--- src/rtl/gate_finder_pkg.sv ---
// Gate finder shared types: FSM states, gate codes and truth-table patterns.
// Continuous rescanning is enabled by defining GATE_FINDER_CONTINUOUS_EN.
package gate_finder_pkg;

  typedef enum logic [1:0] {
    IDLE,
    ARM,
    SETTLE,
    DONE
  } state_t;

  localparam logic [2:0] GATE_UNKNOWN = 3'd0;
  localparam logic [2:0] GATE_AND     = 3'd1;
  localparam logic [2:0] GATE_OR      = 3'd2;
  localparam logic [2:0] GATE_NAND    = 3'd3;
  localparam logic [2:0] GATE_NOR     = 3'd4;
  localparam logic [2:0] GATE_XOR     = 3'd5;
  localparam logic [2:0] GATE_XNOR    = 3'd6;
  localparam logic [2:0] GATE_STUCK   = 3'd7;

  localparam logic [3:0] TT_AND  = 4'b1000;
  localparam logic [3:0] TT_OR   = 4'b1110;
  localparam logic [3:0] TT_NAND = 4'b0111;
  localparam logic [3:0] TT_NOR  = 4'b0001;
  localparam logic [3:0] TT_XOR  = 4'b0110;
  localparam logic [3:0] TT_XNOR = 4'b1001;
  localparam logic [3:0] TT_LOW  = 4'b0000;
  localparam logic [3:0] TT_HIGH = 4'b1111;

  localparam logic [1:0] PAT_FIRST = 2'd0;
  localparam logic [1:0] PAT_LAST  = 2'd3;

  function automatic logic [2:0] classify(
    input logic [3:0] tt
  );
    logic [2:0] g;
    case (tt)
      TT_AND:  g = GATE_AND;
      TT_OR:   g = GATE_OR;
      TT_NAND: g = GATE_NAND;
      TT_NOR:  g = GATE_NOR;
      TT_XOR:  g = GATE_XOR;
      TT_XNOR: g = GATE_XNOR;
      TT_LOW,
      TT_HIGH: g = GATE_STUCK;
      default: g = GATE_UNKNOWN;
    endcase
    return g;
  endfunction

endpackage

--- src/rtl/gate_finder_sync.sv ---
// Multi-flop synchronizer for the asynchronous GUT output pin.
// Continuous rescanning is enabled by defining GATE_FINDER_CONTINUOUS_EN.
module gate_finder_sync #(
  parameter int STAGES = 2
) (
  input  logic clk,
  input  logic rst,
  input  logic d,
  output logic q
);

  logic [STAGES-1:0] ff;

  always_ff @(posedge clk or posedge rst) begin
    if (rst) begin
      ff <= '0;
    end else begin
      ff <= {ff[STAGES-2:0], d};
    end
  end

  assign q = ff[STAGES-1];

endmodule

--- src/rtl/gate_finder_ctrl.sv ---
// Steps 2-input patterns onto the GUT and classifies the sampled gate.
// Continuous rescanning is enabled by defining GATE_FINDER_CONTINUOUS_EN.
module gate_finder_ctrl
  import gate_finder_pkg::*;
#(
  parameter int SETTLE_TICKS = 1,
  parameter int SYNC_STAGES  = 2
) (
  input  logic       clk,
  input  logic       rst,
  input  logic       slow_clk,
  input  logic       start,
  input  logic       dut_out,
  output logic       dut_a,
  output logic       dut_b,
  output logic       busy,
  output logic       valid,
  output logic [3:0] truth_table,
  output logic [2:0] gate_code
);

  localparam logic [3:0] SETTLE_LAST = 4'(SETTLE_TICKS);

  state_t     state;
  logic       slow_q;
  logic       tick;
  logic       sample;
  logic [1:0] p;
  logic [3:0] cnt;

  assign tick = slow_clk & ~slow_q;

  gate_finder_sync #(
    .STAGES(SYNC_STAGES)
  ) u_sync (
    .clk(clk),
    .rst(rst),
    .d  (dut_out),
    .q  (sample)
  );

  always_ff @(posedge clk or posedge rst) begin
    if (rst) begin
      state       <= IDLE;
      slow_q      <= 1'b0;
      p           <= PAT_FIRST;
      cnt         <= '0;
      dut_a       <= 1'b0;
      dut_b       <= 1'b0;
      busy        <= 1'b0;
      valid       <= 1'b0;
      truth_table <= '0;
      gate_code   <= GATE_UNKNOWN;
    end else begin
      slow_q <= slow_clk;
      case (state)
        IDLE: begin
          // a tick coinciding with start is deliberately not used for ARM
          if (start) begin
            state       <= ARM;
            busy        <= 1'b1;
            valid       <= 1'b0;
            truth_table <= '0;
            p           <= PAT_FIRST;
          end
        end
        ARM: begin
          if (tick) begin
            {dut_a, dut_b} <= p;
            cnt            <= '0;
            state          <= SETTLE;
          end
        end
        SETTLE: begin
          if (tick) begin
            if (cnt + 4'd1 == SETTLE_LAST) begin
              truth_table[p] <= sample;
              cnt            <= '0;
              if (p == PAT_LAST) begin
                state <= DONE;
              end else begin
                p              <= p + 2'd1;
                {dut_a, dut_b} <= p + 2'd1;
              end
            end else begin
              cnt <= cnt + 4'd1;
            end
          end
        end
        DONE: begin
          gate_code <= classify(truth_table);
          valid     <= 1'b1;
          dut_a     <= 1'b0;
          dut_b     <= 1'b0;
`ifdef GATE_FINDER_CONTINUOUS_EN
          state     <= ARM;
          p         <= PAT_FIRST;
`else
          state     <= IDLE;
          busy      <= 1'b0;
`endif
        end
        default: state <= IDLE;
      endcase
    end
  end

endmodule

--- config.mk ---
export PLATFORM = sky130hd
export DESIGN_NAME = gate_finder_ctrl
export DESIGN_NICKNAME = d
export VERILOG_FILES = /design/src/rtl/gate_finder_pkg.sv /design/src/rtl/gate_finder_sync.sv /design/src/rtl/gate_finder_ctrl.sv
export SDC_FILE = /design/constraint.sdc
export NUM_CORES = 1
export LEC_CHECK = 0
export CAP_MARGIN = 5
export CORE_ASPECT_RATIO = 1.5
export CORE_MARGIN = 2
export CORE_UTILIZATION = 50
export CTS_CLUSTER_DIAMETER = 200
export DETAILED_ROUTE_END_ITERATION = 7
export PLACE_DENSITY_LB_ADDON = 0.25
export SETUP_SLACK_MARGIN = 0.5
export SLEW_MARGIN = 0
export SYNTH_ARGS = -nofsm -noshare
export SYNTH_HDL_FRONTEND = slang
export SYNTH_HIERARCHICAL = 1
export SYNTH_SLANG_ARGS = --single-unit
--- constraint.sdc ---
create_clock -name clk -period 1.8 [get_ports clk]
set_input_delay 0.18 -clock clk [delete_from_list [all_inputs] [get_ports clk]]
set_output_delay 0.18 -clock clk [all_outputs]
set_load 0.005 [all_outputs]
==> results of run 1 <==
## final cells by class
type                            instances  area, sq um
Sequential cell                        22          557
Inverter                               15         56.3
Tap cell                               37         46.3
Fill cell                             181          588
Timing Repair Buffer                   52          440
Multi-Input combinational cell        105          905
Clock buffer                            4         55.1
## what timing repair did
item | in CTS | in global routing
pin swaps | 5 | 6
setup endpoints to repair | 24 | 22
setup buffers | 10 | 12
resized for setup | 16 | 23
## worst max-delay path, delay by kind of cell (launching register included)
kind,cells,cell delay (ns)
AOI/OAI and AO/OA,1,0.38
muxes,1,0.31
DFF,1,0.42
and+or+nand+nor,1,0.36
adders and majority gates,1,0.19
## power breakdown
group	internal (mW)	switching, mW	total [mW]
sequential	0.684	0.181	0.865
combinational	1.15	0.991	2.14
clock	0.195	0.162	0.357
## layer usage
metal | GRT usage, % | up-vias | share of wire, % | wire [microns]
met5 | 0 | - | 0 | 0
met4 | 11.5 | 0 | 3.5 | 129
met3 | 2.34 | 13 | 3.6 | 131
met2 | 43.0 | 43 | 53 | 1940
met1 | 28.9 | 625 | 40 | 1460
li1 | - | 631 | - | -
## cells in the final DEF, fill, tap and decap left out, drive strengths merged, types with 5 or more instances in the layout
cell type	synthesis	layout
nor2	10	10
buf	2	37
dlymetal6s2s	0	6
o211ai	10	10
ha	11	11
dfrtp	22	22
a21oi	6	6
inv	15	15
dlygate4sd2	0	5
nand2	15	15
## stage by stage
| step | cell area [sq um] | power (mW) |
|---|---|---|
| 2_1_floorplan | 1440 | 1.91 |
| 6_report | 2060 | 3.36 |
| 4_1_cts | 1880 | 3.06 |
| 3_3_place_gp | 1720 | 2.47 |
| 5_1_grt | 2060 | 3.59 |
| 3_5_place_dp | 1720 | 2.55 |
## state kept, by name, summed over array words and instances (netlist names)
| register | cells |
|---|---|
| busy | 1 |
| cnt | 4 |
| dut_a | 1 |
| dut_b | 1 |
| gate_code | 3 |
| p | 2 |
| slow_q | 1 |
| state | 2 |
| truth_table | 4 |
| u_sync/ff | 2 |
| valid | 1 |
## logic make-up after synthesis
logic type / count (synthesis) / share of synthesized area, %
AO/OA/AOI/OAI: 40 / 21.4
adder cells (fa/ha/maj): 11 / 9.91
buffers and inverters: 19 / 5.77
flip-flops: 22 / 39.6
multiplexers: 5 / 4.41
AND/OR/NAND/NOR: 49 / 18.8
## final timing paths
check | start | to | slack (ns)
max | p[1]$_DFFE_PP0P_ | dut_a$_DFFE_PP0P_ | 0.03
min | rst | u_sync/ff[0]$_DFF_PP0_ | 0.09
max reg2reg | p[1]$_DFFE_PP0P_ | dut_a$_DFFE_PP0P_ | 0.03
min reg2reg | u_sync/ff[0]$_DFF_PP0_ | u_sync/ff[1]$_DFF_PP0_ | 0.36
max in group asynchronous | rst | truth_table[1]$_DFFE_PP0P_ | 1.05
min in group clk | dut_out | u_sync/ff[0]$_DFF_PP0_ | 0.35
==> metrics.txt, run 1 <==
PwrDens 1630 nW/um^2; RSZ-0062 raised after global routing true; GRT overflow 0; DP Cell Count 209; synth top area cells dfrtp_1 40%, ha_1 9.9%, o211ai_1 5.4%; Net Count, Synth 162; predominant post-synthesis flop cell dfrtp_1; clk sink count 22; I/O Buffers 15; post-DP HPWL 2450 microns; CTS tree yes; synthesized cell area 1390 sq um; largest net degree at the start of global routing 13; WP data arrival 1.92 ns; clock buffer count from CTS 3; first-pass GRT wire length 5530 microns; MaxCap Viol Count 0; Area Growth Syn to Fin 48.3%; Finished Layout Cells 235; H-Tree Level Count 1; Hold Path Class input pin to asynchronous set/reset pin; worst path cell trace ha_4, or3_1, o32a_1, mux2_4; Starting Density 52.5%; Post-DRT Antenna Nets 0; fin crit period 1.77 ns; gpl congestion 0.840; Nets 215; Synth warnings 6; period utilisation layout 98.1%; Clock Pin Slew Worst Setup and Hold Paths 0.08 ns; Die W 47.0 microns; post-place setup slack -0.00711 ns; number of flops mapped to enable cells by yosys 0; final hold vios 0; Post-Synthesis Cells 146; Total GRT Usage 24.5%; top-count cell post-synth dfrtp_1; drt initial violations 54; clk_lat worst skew 0.27 ns; fmax 566 MHz; Avg Cell Area, Syn 9.51 sq um; setup ws final 0.0339 ns; Detailed Route WL 3660 microns; DRT Pass-1 Iters 5; Slew @ Worst Pin 0.412 ns; slowest cell delay on critical path 0.42 ns; Synth area leader dfrtp_1; Peak VDD IR 1.04 mV; flops & latches, synth 22; critical path endpoint category flip-flop; critical path class flip-flop to flip-flop; most frequent cells after synthesis 22 x dfrtp_1, 15 x inv_1, 15 x nand2_1; core area 2650 sq um; post-synth top area share 39.6%; unique cell type count in the Yosys netlist 44; setup total negative slack 0 ns; CTS Hold Bufs 0; Root Driver clkbuf_8; Slew Limit Fails 0; # diodes 0; kind of start point of the critical path flip-flop; Max stage delay cell, worst path dfrtp_1; fraction of registers with async set/reset 100%; layout cell share with drive strength beyond 1 39.4%; vias per inst 5.58; vias in the first global route 1222; Hold WS 0.0858 ns; via count 1312; initial antenna violation count 0; wire per inst 15.6 microns; post-synthesis sequential area ratio 39.6%; Clock Skews 0.00275 ns; Worst slew margin 72.5%; fin util 77.8%; die area 3220 sq um; Core Rows 23; Leakage 1.01 nW; Die H 68.6 microns; Crit Path Max Fanout 4; Ports 16; Max clock buf depth 2; status completed; Finish-stage setup viols 0; CP required 1.96 ns; DRC violations left 0; worst-case reg-to-reg path depth 4
(Power assumes the default switching activity.)
==> run 2, diff against run 1 <==
--- a/config.mk
+++ b/config.mk
@@ -8,7 +8,7 @@
 export CAP_MARGIN = 5
 export CORE_ASPECT_RATIO = 1.5
 export CORE_MARGIN = 2
-export CORE_UTILIZATION = 50
+export CORE_UTILIZATION = 55
 export CTS_CLUSTER_DIAMETER = 200
 export DETAILED_ROUTE_END_ITERATION = 7
 export PLACE_DENSITY_LB_ADDON = 0.25
==> constraint.sdc (replaced) <==
create_clock -name clk -period 2.1 [get_ports clk]
set_input_delay 0.21 -clock clk [delete_from_list [all_inputs] [get_ports clk]]
set_output_delay 0.21 -clock clk [all_outputs]
set_load 0.005 [all_outputs]
==> run 2 against run 1 <==
Combinational power shrank 28%. Critical endpoint unchanged. Worst setup slack gained 0.31 ns. Sequential share of layout area grew 3.5 points. Highest routed layer unchanged. Clock skew grew 0.010 ns. Flip-flop and latch count is the same.
==> metrics.txt, run 2 (synthesized netlist as in run 1, its figures left out) <==
die area 2950 sq um (was 3220 sq um); Clock Skews 0.0129 ns (was 0.00275 ns); status completed (unchanged); Root Driver clkbuf_4 (was clkbuf_8); most common cell after layout, fill and taps aside dfrtp_1 (was buf_4); R2R Setup Slk 0.35 ns (was 0.03 ns); via count 1209 (was 1312); WP data arrival 1.95 ns (was 1.92 ns); Ports 16 (unchanged); Peak VDD IR 0.756 mV (was 1.04 mV); H-Tree Level Count 1 (unchanged); post-DP HPWL 2400 microns (was 2450 microns); fmax 571 MHz (was 566 MHz); vias per inst 6.05 (was 5.58); DRT Pass-1 Iters 6 (was 5); CTS tree yes (unchanged); GRT overflow 0 (unchanged); clk sink count 22 (unchanged); setup total negative slack 0 ns (unchanged); Post-DRT Antenna Nets 0 (unchanged); top flop regs cnt x4, truth_table x4, gate_code x3 (unchanged); period utilisation layout 83.4% (was 98.1%); Total Power 2.66 mW (was 3.36 mW); worst path cell trace inv_4, ha_4, or3_1, o32a_1, mux2_2 (was ha_4, or3_1, o32a_1, mux2_4); Hold WS 0.0466 ns (was 0.0858 ns); Slew Limit Fails 0 (unchanged); Core Rows 22 (was 23); Starting Density 57.3% (was 52.5%); layout cell share with drive strength beyond 1 27.8% (was 39.4%); Detailed Route WL 3300 microns (was 3660 microns); Crit Path Max Fanout 4 (unchanged); Die W 45.0 microns (was 47.0 microns); PwrDens 1460 nW/um^2 (was 1630 nW/um^2); Max stage delay cell, worst path dfrtp_1 (unchanged); Die H 65.5 microns (was 68.6 microns); largest net degree at the start of global routing 14 (was 13); Leakage 0.790 nW (was 1.01 nW); wire per inst 16.5 microns (was 15.6 microns); vias in the first global route 1263 (was 1222); RSZ-0062 raised after global routing true (unchanged); slowest cell delay on critical path 0.44 ns (was 0.42 ns); Crit Reg-Reg Endpoint dut_a$_DFFE_PP0P_ (unchanged); fin crit period 1.75 ns (was 1.77 ns); critical path class flip-flop to flip-flop (unchanged); I/O Buffers 15 (unchanged); fin util 75.4% (was 77.8%); initial antenna violation count 0 (unchanged); gpl congestion 0.812 (was 0.840); Finished Layout Cells 200 (was 235); most frequent cells in the layout 16 x dfrtp_1, 15 x nand2_1, 15 x clkdlybuf4s50_1, 15 x buf_4, 12 x inv_1 (was 36 x buf_4, 17 x dfrtp_1, 15 x nand2_1); DRC violations left 0 (unchanged); Slew @ Worst Pin 0.372 ns (was 0.412 ns); drt initial violations 23 (was 54); core area 2420 sq um (was 2650 sq um); Clock Pin Slew Worst Setup and Hold Paths 0.13 ns (was 0.08 ns); final hold vios 0 (unchanged); Worst slew margin 74.9% (was 72.5%); MaxCap Viol Count 0 (unchanged); kind of start point of the critical path flip-flop (unchanged); Area Growth Syn to Fin 31.5% (was 48.3%); Total GRT Usage 25.5% (was 24.5%); # diodes 0 (unchanged); worst-case reg-to-reg path depth 5 (was 4); first-pass GRT wire length 5620 microns (was 5530 microns); clock buffer count from CTS 3 (unchanged); Max clock buf depth 2 (unchanged); Hold Path Class input pin to asynchronous set/reset pin (unchanged); clk_lat worst skew 0.31 ns (was 0.27 ns); DP Cell Count 187 (was 209); Nets 193 (was 215); R2R Path Start state[0]$_DFFE_PP0P_ (was p[1]$_DFFE_PP0P_); critical path endpoint category flip-flop (unchanged); CP required 2.30 ns (was 1.96 ns); Finish-stage setup viols 0 (unchanged)
run 2: cell count changes in the layout (fill, tap and decap cells not counted), moves of 2 or more:
cell,before,now
clkbuf_4,0,3
dlygate4sd2_1,5,0
inv_1,10,12
clkdlybuf4s50_1,4,15
dlymetal6s2s_1,6,0
inv_2,5,2
buf_4,36,15
clkbuf_8,4,0
run 2: final cells by class:
cell class                 instances  area (sq um)
clock buffer                       3          22.5
clock inverter                     1          30.0
fill                             180           596
inverter                          15          58.8
multi-input combinational        105           865
sequential                        22           558
tap                               24          30.0
timing repair buffer              30           263
run 2: critical path, delay by kind of cell (launching register included):
kind | cells | cell delay, ns
DFF | 1 | 0.44
and+or+nand+nor | 1 | 0.34
AOI/OAI and AO/OA | 1 | 0.32
muxes | 1 | 0.28
adders and majority gates | 1 | 0.17
buffers and inverters | 1 | 0.08
run 2: how the worst max path moves through the flow:
stage / from / endpoint / slack, ns / cells past startpoint
2_1_floorplan: cnt[0]$_DFFE_PP0P_ / p[0]$_DFFE_PP0P_ / 0.27 / 5
3_3_place_gp: slow_clk / dut_a$_DFFE_PP0P_ / 0.20 / 5
3_5_place_dp: slow_clk / dut_a$_DFFE_PP0P_ / 0.15 / 5
4_1_cts: cnt[1]$_DFFE_PP0P_ / dut_a$_DFFE_PP0P_ / 0.36 / 4
5_1_grt: cnt[3]$_DFFE_PP0P_ / dut_a$_DFFE_PP0P_ / 0.28 / 4
6_report: state[0]$_DFFE_PP0P_ / dut_a$_DFFE_PP0P_ / 0.35 / 5
run 2: through the flow:
step                      instance area (sq um)  setup WS (ns)
final                                      1830          0.348
after global routing                       1830          0.280
after global placement                     1620          0.196
after detailed placement                   1620          0.149
after CTS                                  1820          0.359
after floorplan                            1420          0.266
run 2: what timing repair did:
action	CTS	global route
resized for setup	17	4
endpoints found under the setup margin	11	16
hold buffers	0	0
pin swaps	7	2
setup buffers	9	0
hold endpoints to repair	0	0
gates cloned	0	0
run 2: layer usage:
layer | routed length (microns) | track usage (%)
met1 | 1270 | 27.9
met2 | 1830 | 46.6
met3 | 102 | 2.75
met4 | 104 | 11.8
met5 | 0 | 0
run 2: power by group:
group          switching, mW  internal, mW  leakage, nW
Sequential             0.191         0.587        0.259
Combinational          0.730         0.824        0.502
Clock                  0.134         0.193       0.0279
Total                   1.06          1.60        0.790
==> run 3, diff against run 2 <==
==> constraint.sdc (replaced) <==
create_clock -name clk -period 1.7 [get_ports clk]
set_input_delay 0.17 -clock clk [delete_from_list [all_inputs] [get_ports clk]]
set_output_delay 0.17 -clock clk [all_outputs]
set_load 0.005 [all_outputs]
==> run 3 against run 2 <==
Maximum frequency is essentially flat. Worst hold slack lost 0.048 ns. Critical endpoint is now p[1]$_DFFE_PP0P_. First-iteration DRC count grew 74%. The run now ends with hold timing, setup timing left. Clock-buffer cell count grew 1.
==> metrics.txt, run 3 (synthesized netlist as in run 1, its figures left out) <==
status finished with violations (was completed); violated checks hold timing, setup timing; PwrDens 1790 nW/um^2 (was 1460 nW/um^2); Max clock buf depth 2 (unchanged); I/O Buffers 15 (unchanged); clk sink count 22 (unchanged); Nets 222 (was 193); Core Rows 22 (unchanged); fin crit period 1.75 ns (about the same); post-DP HPWL 2480 microns (was 2400 microns); DRT Pass-1 Iters 4 (was 6); Total GRT Usage 29.1% (was 25.5%); Total Power 3.90 mW (was 2.66 mW); most common cell after layout, fill and taps aside buf_4 (was dfrtp_1); largest net degree at the start of global routing 21 (was 14); vias in the first global route 1414 (was 1263); top flop regs cnt x4, truth_table x4, gate_code x3 (unchanged); worst-case reg-to-reg path depth 6 (was 5); Post-DRT Antenna Nets 0 (unchanged); critical path class flip-flop to flip-flop (unchanged); Crit Path Max Fanout 5 (was 4); kind of start point of the critical path flip-flop (unchanged); CTS Hold Bufs 0 (unchanged); Die H 65.5 microns (unchanged); met1 WL 1610 microns (was 1270 microns); Area after DPL 1760 sq um (was 1620 sq um); Detailed Route WL 4700 microns (was 3300 microns); Ports 16 (unchanged); Area Growth Syn to Fin 56.7% (was 31.5%); fin util 89.8% (was 75.4%); most frequent cells in the layout 35 x buf_4, 16 x dfrtp_1, 13 x nand2_1, 11 x inv_1, 10 x o211ai_1 (was 16 x dfrtp_1, 15 x nand2_1, 15 x clkdlybuf4s50_1, 15 x buf_4, 12 x inv_1); Slew Limit Fails 0 (unchanged); Finished Layout Cells 229 (was 200); setup ws final -0.0516 ns (was 0.348 ns); RSZ-0062 raised after global routing true (unchanged); Worst slew margin 75.9% (was 74.9%); Slew @ Worst Pin 0.361 ns (was 0.372 ns); Die W 45.0 microns (unchanged); Leakage 1.02 nW (was 0.790 nW); DP Cell Count 204 (was 187); GRT overflow 0 (unchanged); drt initial violations 40 (was 23); Hold Path Class input pin to asynchronous set/reset pin (unchanged); clock buffer count from CTS 3 (unchanged); MaxCap Viol Count 0 (unchanged); Finish-stage setup viols 4 (was 0); Starting Density 57.3% (unchanged); Clock Pin Slew Worst Setup and Hold Paths 0.13 ns (about the same); Clock Skews 0.00734 ns (was 0.0129 ns); initial antenna violation count 0 (unchanged); WP data arrival 1.97 ns (was 1.95 ns); vias per inst 6.31 (was 6.05); R2R Setup Slk -0.05 ns (was 0.35 ns); post-place setup slack -0.116 ns (was 0.149 ns); # diodes 0 (unchanged); critical path endpoint category flip-flop (unchanged); met3 wire length 235 microns (was 102 microns); DRC violations left 0 (unchanged); final hold vios 2 (was 0); fmax 571 MHz (about the same); via count 1446 (was 1209); Hold WS -0.00190 ns (was 0.0466 ns); core area 2420 sq um (unchanged); gpl congestion 0.831 (was 0.812); metal2 WL 2670 microns (was 1830 microns); CTS tree yes (unchanged); period utilisation layout 103% (was 83.4%); Peak VDD IR 1.24 mV (was 0.756 mV); setup total negative slack -0.133 ns (was 0 ns); H-Tree Level Count 1 (unchanged); Root Driver clkbuf_4 (unchanged); R2R Path Start state[0]$_DFFE_PP0P_ (unchanged); clk_lat worst skew 0.33 ns (was 0.31 ns); top metal layer carrying routed signals met4 (unchanged); die area 2950 sq um (unchanged); first-pass GRT wire length 6310 microns (was 5620 microns); Finished Cell Area 2180 sq um (was 1830 sq um); wire per inst 20.5 microns (was 16.5 microns); CP required 1.92 ns (was 2.30 ns); Crit Reg-Reg Endpoint p[1]$_DFFE_PP0P_ (was dut_a$_DFFE_PP0P_); layout cell share with drive strength beyond 1 45.4% (was 27.8%)
-- run 3: final cells by class --
cell class                 instances  area, sq um
sequential                        22          558
inverter                          15         58.8
tap                               24         30.0
multi-input combinational        105          981
clock buffer                       4         36.3
fill                             100          246
timing repair buffer              59          512
-- run 3: timing repair --
item / in CTS / in global routing
hold endpoints to repair: 0 / 0
gates resized for setup: 33 / 30
pin swaps: 11 / 8
endpoints found under the setup margin: 30 / 22
buffers inserted: 10 / 11
-- run 3: report_power, final --
group | switching, mW | internal [mW] | total [mW]
clock network | 0.172 | 0.131 | 0.303
registers | 0.207 | 0.725 | 0.932
logic | 1.30 | 1.36 | 2.67
total | 1.68 | 2.22 | 3.90
-- run 3: layer usage --
metal | GRT usage [%] | up-vias
met5 | 0 | -
met4 | 14.0 | 0
met3 | 2.75 | 23
met2 | 53.9 | 69
met1 | 31.1 | 705
li1 | - | 649
-- run 3: critical path: stages, from the launching register on --
cell and delay [ns]:
dfrtp_1 0.44, inv_4 0.12, ha_4 0.17, nor2_1 0.07
a211o_2 0.33, a31o_4 0.22, mux2_4 0.29
-- run 3: worst max path at each step --
stage               depth (start not counted)            startpoint              endpoint
floorplan                                   5    cnt[0]$_DFFE_PP0P_      p[0]$_DFFE_PP0P_
finish                                      6  state[0]$_DFFE_PP0P_      p[1]$_DFFE_PP0P_
global route                                5    cnt[1]$_DFFE_PP0P_  state[0]$_DFFE_PP0P_
global placement                            5              slow_clk     dut_a$_DFFE_PP0P_
CTS                                         5    cnt[0]$_DFFE_PP0P_      p[1]$_DFFE_PP0P_
detailed placement                          5              slow_clk     dut_a$_DFFE_PP0P_
